## src/rtl/instr_fetch_if.sv

```systemverilog
// Fetch-stage bus bundle.
// Groups the instruction-cache read port, the redirect input from branch
// resolution, the hazard-unit back-pressure and the registered IF/ID outputs.
//   master : the fetch stage (drives cache request and IF/ID outputs)
//   slave  : the environment (cache, branch unit, decode)
interface instr_fetch_if;
    logic        icache_ren;    // read request
    logic [29:0] icache_addr;   // word address
    logic [31:0] icache_rdata;  // read data, valid on completion
    logic        icache_stall;  // current access not complete
    logic        redirect;      // branch/jump taken
    logic [31:0] redirect_pc;   // redirect target, bits [1:0] ignored
    logic        id_stall;      // decode cannot accept
    logic        if_valid;      // IF/ID holds a live instruction
    logic [31:0] if_pc;         // PC of if_instr
    logic [31:0] if_instr;      // instruction word

    modport master (
        output icache_ren, icache_addr, if_valid, if_pc, if_instr,
        input  icache_rdata, icache_stall, redirect, redirect_pc, id_stall
    );

    modport slave (
        input  icache_ren, icache_addr, if_valid, if_pc, if_instr,
        output icache_rdata, icache_stall, redirect, redirect_pc, id_stall
    );
endinterface

```

## src/rtl/instr_fetch.sv

```systemverilog
// Instruction fetch stage.
// Owns the PC, issues word reads to the instruction cache, absorbs cache
// stalls and decode back-pressure (one-entry skid buffer), and handles
// branch/jump redirects including a redirect that lands while a cache
// access is still outstanding.
// Ports:
//   clk    : clock, rising edge
//   rst_n  : asynchronous active-low reset
//   bus    : instr_fetch_if.master (cache port, redirect, id_stall, IF/ID)
// Parameters:
//   RESET_PC  : first PC fetched after reset
//   BYTE_SWAP : 1 = reverse byte order of cache data, 0 = pass through
module instr_fetch #(
    parameter logic [31:0] RESET_PC  = 32'h0000_0000,
    parameter bit          BYTE_SWAP = 1'b1
) (
    input  logic          clk,
    input  logic          rst_n,
    instr_fetch_if.master bus
);

    localparam logic [31:0] NOP = 32'h0000_0013;

    typedef enum logic [1:0] {BOOT, FETCH, FULL, DROP} state_t;

    state_t      state_reg, state_next;
    logic [31:0] fetch_pc_reg, fetch_pc_next;
    logic [29:0] addr_reg, addr_next;
    logic        out_valid_reg, out_valid_next;
    logic [31:0] out_pc_reg, out_pc_next;
    logic [31:0] out_instr_reg, out_instr_next;
    logic [31:0] skid_pc_reg, skid_pc_next;
    logic [31:0] skid_instr_reg, skid_instr_next;

    logic [31:0] fetch_data;
    logic        ren;
    logic        completion;
    logic        consume;

    generate
        if (BYTE_SWAP) begin : g_swap
            for (genvar gi = 0; gi < 4; gi++) begin : g_byte
                assign fetch_data[8*gi +: 8] = bus.icache_rdata[8*(3-gi) +: 8];
            end
        end else begin : g_pass
            assign fetch_data = bus.icache_rdata;
        end
    endgenerate

    assign ren        = (state_reg == FETCH) || (state_reg == DROP);
    assign completion = ren && !bus.icache_stall;
    assign consume    = out_valid_reg && !bus.id_stall;

    always_comb begin
        state_next      = state_reg;
        fetch_pc_next   = fetch_pc_reg;
        out_valid_next  = out_valid_reg;
        out_pc_next     = out_pc_reg;
        out_instr_next  = out_instr_reg;
        skid_pc_next    = skid_pc_reg;
        skid_instr_next = skid_instr_reg;

        // A consumed entry empties unless something refills it below.
        if (consume) begin
            out_valid_next = 1'b0;
        end

        if (bus.redirect) begin
            out_valid_next = 1'b0;
            fetch_pc_next  = bus.redirect_pc & ~32'd3;
            // An access that is stalled right now must still be allowed to
            // finish on the old address; its data is thrown away in DROP.
            state_next     = (ren && bus.icache_stall) ? DROP : FETCH;
        end else begin
            unique case (state_reg)
                BOOT: state_next = FETCH;
                FETCH: begin
                    if (completion) begin
                        fetch_pc_next = fetch_pc_reg + 32'd4;
                        if (!out_valid_reg || consume) begin
                            out_valid_next = 1'b1;
                            out_pc_next    = fetch_pc_reg;
                            out_instr_next = fetch_data;
                        end else begin
                            skid_pc_next    = fetch_pc_reg;
                            skid_instr_next = fetch_data;
                            state_next      = FULL;
                        end
                    end
                end
                FULL: begin
                    if (consume) begin
                        out_valid_next = 1'b1;
                        out_pc_next    = skid_pc_reg;
                        out_instr_next = skid_instr_reg;
                        state_next     = FETCH;
                    end
                end
                DROP: begin
                    if (completion) begin
                        state_next = FETCH;
                    end
                end
                default: state_next = BOOT;
            endcase
        end

        // The bus address follows fetch_pc except while a pre-redirect
        // access is still pending, where it must stay frozen.
        addr_next = (state_next == DROP) ? addr_reg : fetch_pc_next[31:2];
    end

    always_ff @(posedge clk or negedge rst_n) begin
        if (!rst_n) begin
            state_reg      <= BOOT;
            fetch_pc_reg   <= RESET_PC;
            addr_reg       <= RESET_PC[31:2];
            out_valid_reg  <= 1'b0;
            out_pc_reg     <= 32'd0;
            out_instr_reg  <= NOP;
            skid_pc_reg    <= 32'd0;
            skid_instr_reg <= NOP;
        end else begin
            state_reg      <= state_next;
            fetch_pc_reg   <= fetch_pc_next;
            addr_reg       <= addr_next;
            out_valid_reg  <= out_valid_next;
            out_pc_reg     <= out_pc_next;
            out_instr_reg  <= out_instr_next;
            skid_pc_reg    <= skid_pc_next;
            skid_instr_reg <= skid_instr_next;
        end
    end

    assign bus.icache_ren  = ren;
    assign bus.icache_addr = addr_reg;
    assign bus.if_valid    = out_valid_reg;
    assign bus.if_pc       = out_pc_reg;
    assign bus.if_instr    = out_instr_reg;

endmodule

```

## src/flat_wrapper.sv

```systemverilog
// flat-port wrapper written by rule: the top's interface ports become plain ports
module instr_fetch_flat 
#(
    parameter logic [31:0] RESET_PC  = 32'h0000_0000,
    parameter bit          BYTE_SWAP = 1'b1
)
  (clk, rst_n, bus_icache_ren, bus_icache_addr, bus_if_valid, bus_if_pc, bus_if_instr, bus_icache_rdata, bus_icache_stall, bus_redirect, bus_redirect_pc, bus_id_stall);
  instr_fetch_if bus_i ();
  input  logic clk;
  input  logic rst_n;
  output wire logic [$bits(bus_i.icache_ren)-1:0] bus_icache_ren;
  output wire logic [$bits(bus_i.icache_addr)-1:0] bus_icache_addr;
  output wire logic [$bits(bus_i.if_valid)-1:0] bus_if_valid;
  output wire logic [$bits(bus_i.if_pc)-1:0] bus_if_pc;
  output wire logic [$bits(bus_i.if_instr)-1:0] bus_if_instr;
  input wire logic [$bits(bus_i.icache_rdata)-1:0] bus_icache_rdata;
  input wire logic [$bits(bus_i.icache_stall)-1:0] bus_icache_stall;
  input wire logic [$bits(bus_i.redirect)-1:0] bus_redirect;
  input wire logic [$bits(bus_i.redirect_pc)-1:0] bus_redirect_pc;
  input wire logic [$bits(bus_i.id_stall)-1:0] bus_id_stall;
  assign bus_icache_ren = bus_i.icache_ren;
  assign bus_icache_addr = bus_i.icache_addr;
  assign bus_if_valid = bus_i.if_valid;
  assign bus_if_pc = bus_i.if_pc;
  assign bus_if_instr = bus_i.if_instr;
  assign bus_i.icache_rdata = bus_icache_rdata;
  assign bus_i.icache_stall = bus_icache_stall;
  assign bus_i.redirect = bus_redirect;
  assign bus_i.redirect_pc = bus_redirect_pc;
  assign bus_i.id_stall = bus_id_stall;
  instr_fetch #(.RESET_PC(RESET_PC), .BYTE_SWAP(BYTE_SWAP)) u_core (.clk(clk), .rst_n(rst_n), .bus(bus_i));
endmodule
```

## config.mk

```make
export PLATFORM = sky130hd
export DESIGN_NAME = instr_fetch_flat
export DESIGN_NICKNAME = d
export VERILOG_FILES = /design/src/rtl/instr_fetch_if.sv /design/src/rtl/instr_fetch.sv /design/src/flat_wrapper.sv
export SDC_FILE = /design/constraint.sdc
export NUM_CORES = 1
export LEC_CHECK = 0
export ABC_CLOCK_PERIOD_IN_PS = 3000
export CORE_MARGIN = 5
export CORE_UTILIZATION = 60
export CTS_CLUSTER_SIZE = 28
export DETAILED_ROUTE_END_ITERATION = 6
export DONT_BUFFER_PORTS = 1
export MAX_ROUTING_LAYER = met4
export PLACE_DENSITY = 0.76
export SLEW_MARGIN = 20
export SYNTH_ARGS = -nofsm -noshare
export SYNTH_HDL_FRONTEND = slang
export SYNTH_SLANG_ARGS = --single-unit
```

## constraint.sdc

```tcl
create_clock -name clk -period 3 [get_ports clk]
set_input_delay 0.6 -clock clk [delete_from_list [all_inputs] [get_ports clk]]
set_output_delay 0.6 -clock clk [all_outputs]
set_load 0.005 [all_outputs]
```

==> flow_summary.ini, run 1 <==
[clock_tree]
clockBufferDepth = 2
cts_buffers = 17
clk_pin_slew_ps = 70
htree_levels = 4
cts-root-buf = clkbuf_16
cts_tree = done
cts_num_sinks = 187
clock_latency_ps = 430

[drt]
dr.pass1.iters = 5
routed-via-count = 5548
postRouteAntennaNets = 0
drc = 0
routed_wirelength_um = 18900
drt_iter0_drc = 488
viasPerCell = 6.171
routedWlPerCell_um = 21.02

[outcome]
violations = negative hold slack
outcome = finished with violations

[die]
die_y_um = 128.2
die_w_um = 128.2
floorplan.initialDensity_pct = 60.86
die_area_um2 = 16440
io_pins = 165
num_rows = 43
fp.coreArea_um2 = 13770

[placed_design]
hpwlAfterDp_um = 12680
portBuffers = 0
gp_congestion = 0.9011

[yosys]
synth_flop_cell = dfrtp_1
synth_top_area_share_pct = 54.03
synthArstFlopShare_pct = 100.0
synth_area_um2 = 8383
yosysUniqueCellTypes = 47
avgSynthCellArea_um2 = 11.50
syn-instance-count = 729
synth_area_leaders = dfrtp_1 (54%), mux2_2 (12%), mux2i_1 (7.5%), a21oi_1 (3.9%), nor2_1 (3.5%)
yosys.area.top_type = dfrtp_1
ys_ff_latch = 187
synth_edf_count = 0
synth-seq-area-share_pct = 55.91
yosys_warnings = 0

[cells_and_area]
final_cell_mix = dfrtp_1 (181), mux2_2 (90), nor2_1 (79)
diodes = 0
drive_gt1_share_pct = 19.47
final_common_cell = dfrtp_1
area_growth_pct = 8.970
finalNetCount = 782

[sta]
hold_slack_ps = -132.9
slew_headroom_pct = 49.57
drv_slew = 0
setup_tns_ps = 0
rsz0062_at_grt = false
finalCriticalPeriod_ps = 2735
hold_viol = 181
finalClockSkew_ps = 11.43
period_share_pct = 91.18
setup_viol = 0
max_freq_mhz = 365.6
worstMarginPinSlew_ps = 756.5

[power_and_ir_drop]
p_sw_mw = 2.528
power.share.sequential_pct = 50.9
p_clk_share_pct = 28.4
leakage_nw = 3.721
p_int_mw = 5.811
vdd_ir_drop_max_mv = 0.4686
pwr-share-comb_pct = 20.7
power_density_nw_per_um2 = 912.9
p_sw_share_pct = 30.31

[global_routing]
antenna_found_initial = 0
grt_pass1_vias = 5847
grt.total_usage_pct = 24.47
grt_max_degree = 188
overflow = 0
grt_pass1_wl_um = 30480

[worst_setup_path]
cp_max_fo = 9
critPathLaunch = u_core.state_reg[1]
critPathLaunchType = flop
worstSetupPathType = flop to flop
critPathArrivalTime_ps = 3100
cp-end-kind = flop
r2r-start = u_core.state_reg[1]
cp.required_ps = 3360

[flow_run]
max_cap_violations = 0

[min_path]
holdCritPathClass = input port to asynchronous set/reset pin
## metal layers
layer  vias up  GRT usage [%]  part of all wire [%]
met5         -              -                     0
met4         0          9.051                   1.9
met3        29          9.167                   8.4
met2       193          38.09                    48
met1      2772          29.23                    41
li1       2554              -                     -
## kinds of logic after synthesis
family | count (synthesis) | share of synthesized area [%]
muxes | 154 | 19.75
xor gates and xnor gates | 10 | 1.045
and+or+nand+nor | 198 | 11.72
other | 1 | 0.04473
buffers and inverters | 58 | 2.970
AOI/OAI and AO/OA | 116 | 7.821
DFF | 187 | 55.91
adders and majority gates | 5 | 0.7463
## repair_timing
item,in CTS,in global routing
setup buffers,0,0
setup endpoints to repair,0,0
resized for setup,0,0
endpoints found under the hold margin,181,181
## worst max-delay path, stage by stage (launching register included)
cell and delay, ps:
dfrtp_1 440, inv_1 110, ha_1 330, nand3b_1 320
or4_1 700, or3_1 380, a31oi_1 210, mux2_2 180
## per-stage QoR
stage	power (mW)	worst slack [ps]	cells	cell area, µm²	util (%)
3_3_place_gp	5.868	425.3	869	8518	61.85
4_1_cts	8.428	302.6	899	9135	66.32
6_report	8.339	264.7	899	9135	66.32
5_1_grt	8.851	90.71	899	9135	66.32
3_5_place_dp	6.039	333.0	869	8518	61.85
2_1_floorplan	5.450	587.7	730	8387	-
## path summary, 6_finish.rpt
kind,depth (start not counted),end,slack [ps]
setup / recovery,7,u_core.bus.icache_addr[21],260
hold / removal,0,u_core.bus.icache_addr[18],-130
setup reg to reg,7,u_core.bus.icache_addr[21],260
hold reg to reg,1,u_core.skid_instr_reg[15],500
max in group asynchronous,0,u_core.bus.if_instr[0],2820
min in group clk,1,u_core.bus.if_valid,280
## final cells by class
| type | count | area, µm² |
|---|---|---|
| flip-flops and latches | 187 | 4687 |
| fillers | 1086 | 4638 |
| multi-input cells | 485 | 3480 |
| clock buffers | 23 | 478.0 |
| well taps | 180 | 225.2 |
| clock inverters | 7 | 138.9 |
| repair buffers | 10 | 100.1 |
| inverters | 7 | 26.28 |
## cell usage after synthesis (2+ instances only)
cell type,number
a21o_1,2
a21oi_1,66
a22oi_1,2
a31oi_1,13
and2_1,2
and3_1,4
and4_1,4
buf_1,7
buf_2,6
buf_4,2
buf_6,2
clkbuf_1,33
dfrtp_1,181
dfstp_2,6
ha_1,5
inv_1,6
mux2_2,90
mux2i_1,63
nand2_1,27
nand2b_1,7
nand3_1,17
nand3b_1,2
nand4_1,14
nor2_1,79
nor2b_1,2
nor3_1,8
nor4_1,6
o211ai_1,3
o21ai_0,16
o31ai_1,9
or2_2,2
or3_1,8
or4_1,13
xnor2_1,6
xor2_1,4
## power by group through the flow
| stage | Sequential [mW] | Combinational [mW] | Clock (mW) |
|---|---|---|---|
| after floorplan | 4.00 | 1.45 | 0 |
| after global placement | 4.25 | 1.62 | 0 |
| after detailed placement | 4.30 | 1.74 | 0 |
| after CTS | 4.27 | 1.75 | 2.41 |
| after global routing | 4.38 | 1.95 | 2.52 |
| final | 4.25 | 1.73 | 2.37 |
(Power assumes the default switching activity.)
==> run 2, diff against run 1 <==
Settings changed: CTS_BUF_LIST set to sky130_fd_sc_hd__clkbuf_4 sky130_fd_sc_hd__clkbuf_8.
==> run 2 against run 1 <==
Effect of this change: the flow still finishes with violations (negative hold slack); combinational power is essentially flat; critical path depth is the same; first-iteration DRC count shrank 13%; non-clock buffer count is the same; routed wire length shrank 1.7%; sequential power is essentially flat; sequential share of layout area grew 1.0 points; register-to-register slack gained 20 ps; global-route usage shrank 0.53 points; final area shrank 2.0%; critical endpoint unchanged; largest cell class unchanged; largest power group unchanged.
==> flow_summary.ini, run 2 (synthesis results as in run 1) <==
[clock_tree]
clock_latency_ps = 450
htree_levels = 4
clockBufferDepth = 2
clk_pin_slew_ps = 90
cts_tree = done
cts_buffers = 17
cts_num_sinks = 187
cts-root-buf = clkbuf_8

[cells_and_area]
finalNetCount = 782
area_growth_pct = 6.821
final_common_cell = dfrtp_1
drive_gt1_share_pct = 19.89
fin_cells = 899
diodes = 0
final_cell_mix = dfrtp_1 (181), mux2_2 (90), nor2_1 (79)

[drt]
viasPerCell = 6.140
routedWlPerCell_um = 20.66
postRouteAntennaNets = 0
routed_wirelength_um = 18570
routed-via-count = 5520
drt_iter0_drc = 426
drc = 0
dr.pass1.iters = 5

[die]
die_area_um2 = 16440
io_pins = 165
floorplan.initialDensity_pct = 60.86
num_rows = 43
fp.coreArea_um2 = 13770
die_y_um = 128.2
die_w_um = 128.2

[global_routing]
overflow = 0
grt_max_degree = 188
grt_pass1_vias = 5782
antenna_found_initial = 0
grt.total_usage_pct = 23.95
grt_pass1_wl_um = 30020

[worst_setup_path]
cp-end-kind = flop
cp_cell_sequence = inv_1, ha_1, nand3b_1, or4_1, or3_1, a31oi_1, mux2_2
path_buf_inv = 1
max_stage_delay_ps = 690
critPathLaunchType = flop
cp_max_fo = 9
cp.required_ps = 3390
critPathArrivalTime_ps = 3100
worstSetupPathType = flop to flop
critPathTopFamily = simple AND/OR/NAND/NOR gates
cp_slowest_cell = or4_1

[sta]
finalCriticalPeriod_ps = 2713
setup_viol = 0
period_share_pct = 90.43
fin_ws_ps = 287.1
hold_slack_ps = -155.9
setup_tns_ps = 0
slew_headroom_pct = 50.79
hold_viol = 181
rsz0062_at_grt = false
finalClockSkew_ps = 15.24
drv_slew = 0
max_freq_mhz = 368.6
worstMarginPinSlew_ps = 738.1

[placed_design]
place_inst = 869
place_worst_setup_slack_ps = 333.0
portBuffers = 0
gp_congestion = 0.9011
hpwlAfterDp_um = 12680

[min_path]
holdCritPathClass = input port to asynchronous set/reset pin

[power_and_ir_drop]
leakage_nw = 3.644
finalPower_mw = 7.784
vdd_ir_drop_max_mv = 0.4493
power_density_nw_per_um2 = 869.3

[outcome]
outcome = finished with violations
violations = negative hold slack

[flow_run]
max_cap_violations = 0
## run 2: cell counts in the layout (fill, tap and decap cells not counted)
No cell type changed its count.
## run 2: what timing repair did
| item | CTS | global route |
|---|---|---|
| resized for setup | 0 | 0 |
| endpoints found under the hold margin | 187 | 187 |
| setup buffers | 0 | 0 |
## run 2: power breakdown
group	internal, mW	total (mW)	switching [mW]	leakage (nW)
clock	0.994	1.83	0.833	0.226
sequential	3.47	4.24	0.763	2.23
combinational	0.880	1.72	0.842	1.19
## run 2: worst paths after layout
kind,endpoint,startpoint,cells after the start,slack [ps]
max in group asynchronous,u_core.bus.icache_addr[9],rst_n,0,2800
worst max register to register,u_core.bus.icache_addr[21],u_core.state_reg[1],7,290
worst min register to register,u_core.skid_instr_reg[15],u_core.skid_instr_reg[15],1,510
worst min-delay path,u_core.bus.icache_addr[18],rst_n,0,-160
worst max-delay path,u_core.bus.icache_addr[21],u_core.state_reg[1],7,290
min in group clk,u_core.bus.if_valid,bus_redirect,1,250
## run 2: layer usage
| metal | vias to the layer above | GRT usage (%) | share of wire [%] |
|---|---|---|---|
| li1 | 2554 | - | - |
| met5 | - | - | 0 |
| met3 | 22 | 9.042 | 9.3 |
| met1 | 2743 | 29.23 | 40 |
| met2 | 201 | 37.39 | 49 |
| met4 | 0 | 7.116 | 1.3 |
## run 2: stage by stage
step,hold WS (ps),utilization [%],instance area [µm²]
6_report,-155.9,65.02,8955
5_1_grt,-206.3,65.02,8955
4_1_cts,-192.3,65.02,8955
3_5_place_dp,312.5,61.85,8518
3_3_place_gp,312.2,61.85,8518
2_1_floorplan,304.4,-,8387
## run 2: area by class of cell
| type | instances | area (µm²) |
|---|---|---|
| Clock buffer | 23 | 297.8 |
| Clock inverter | 7 | 138.9 |
| Fill cell | 1128 | 4818 |
| Inverter | 7 | 26.28 |
| Multi-Input combinational cell | 485 | 3480 |
| Sequential cell | 187 | 4687 |
| Tap cell | 180 | 225.2 |
| Timing Repair Buffer | 10 | 100.1 |
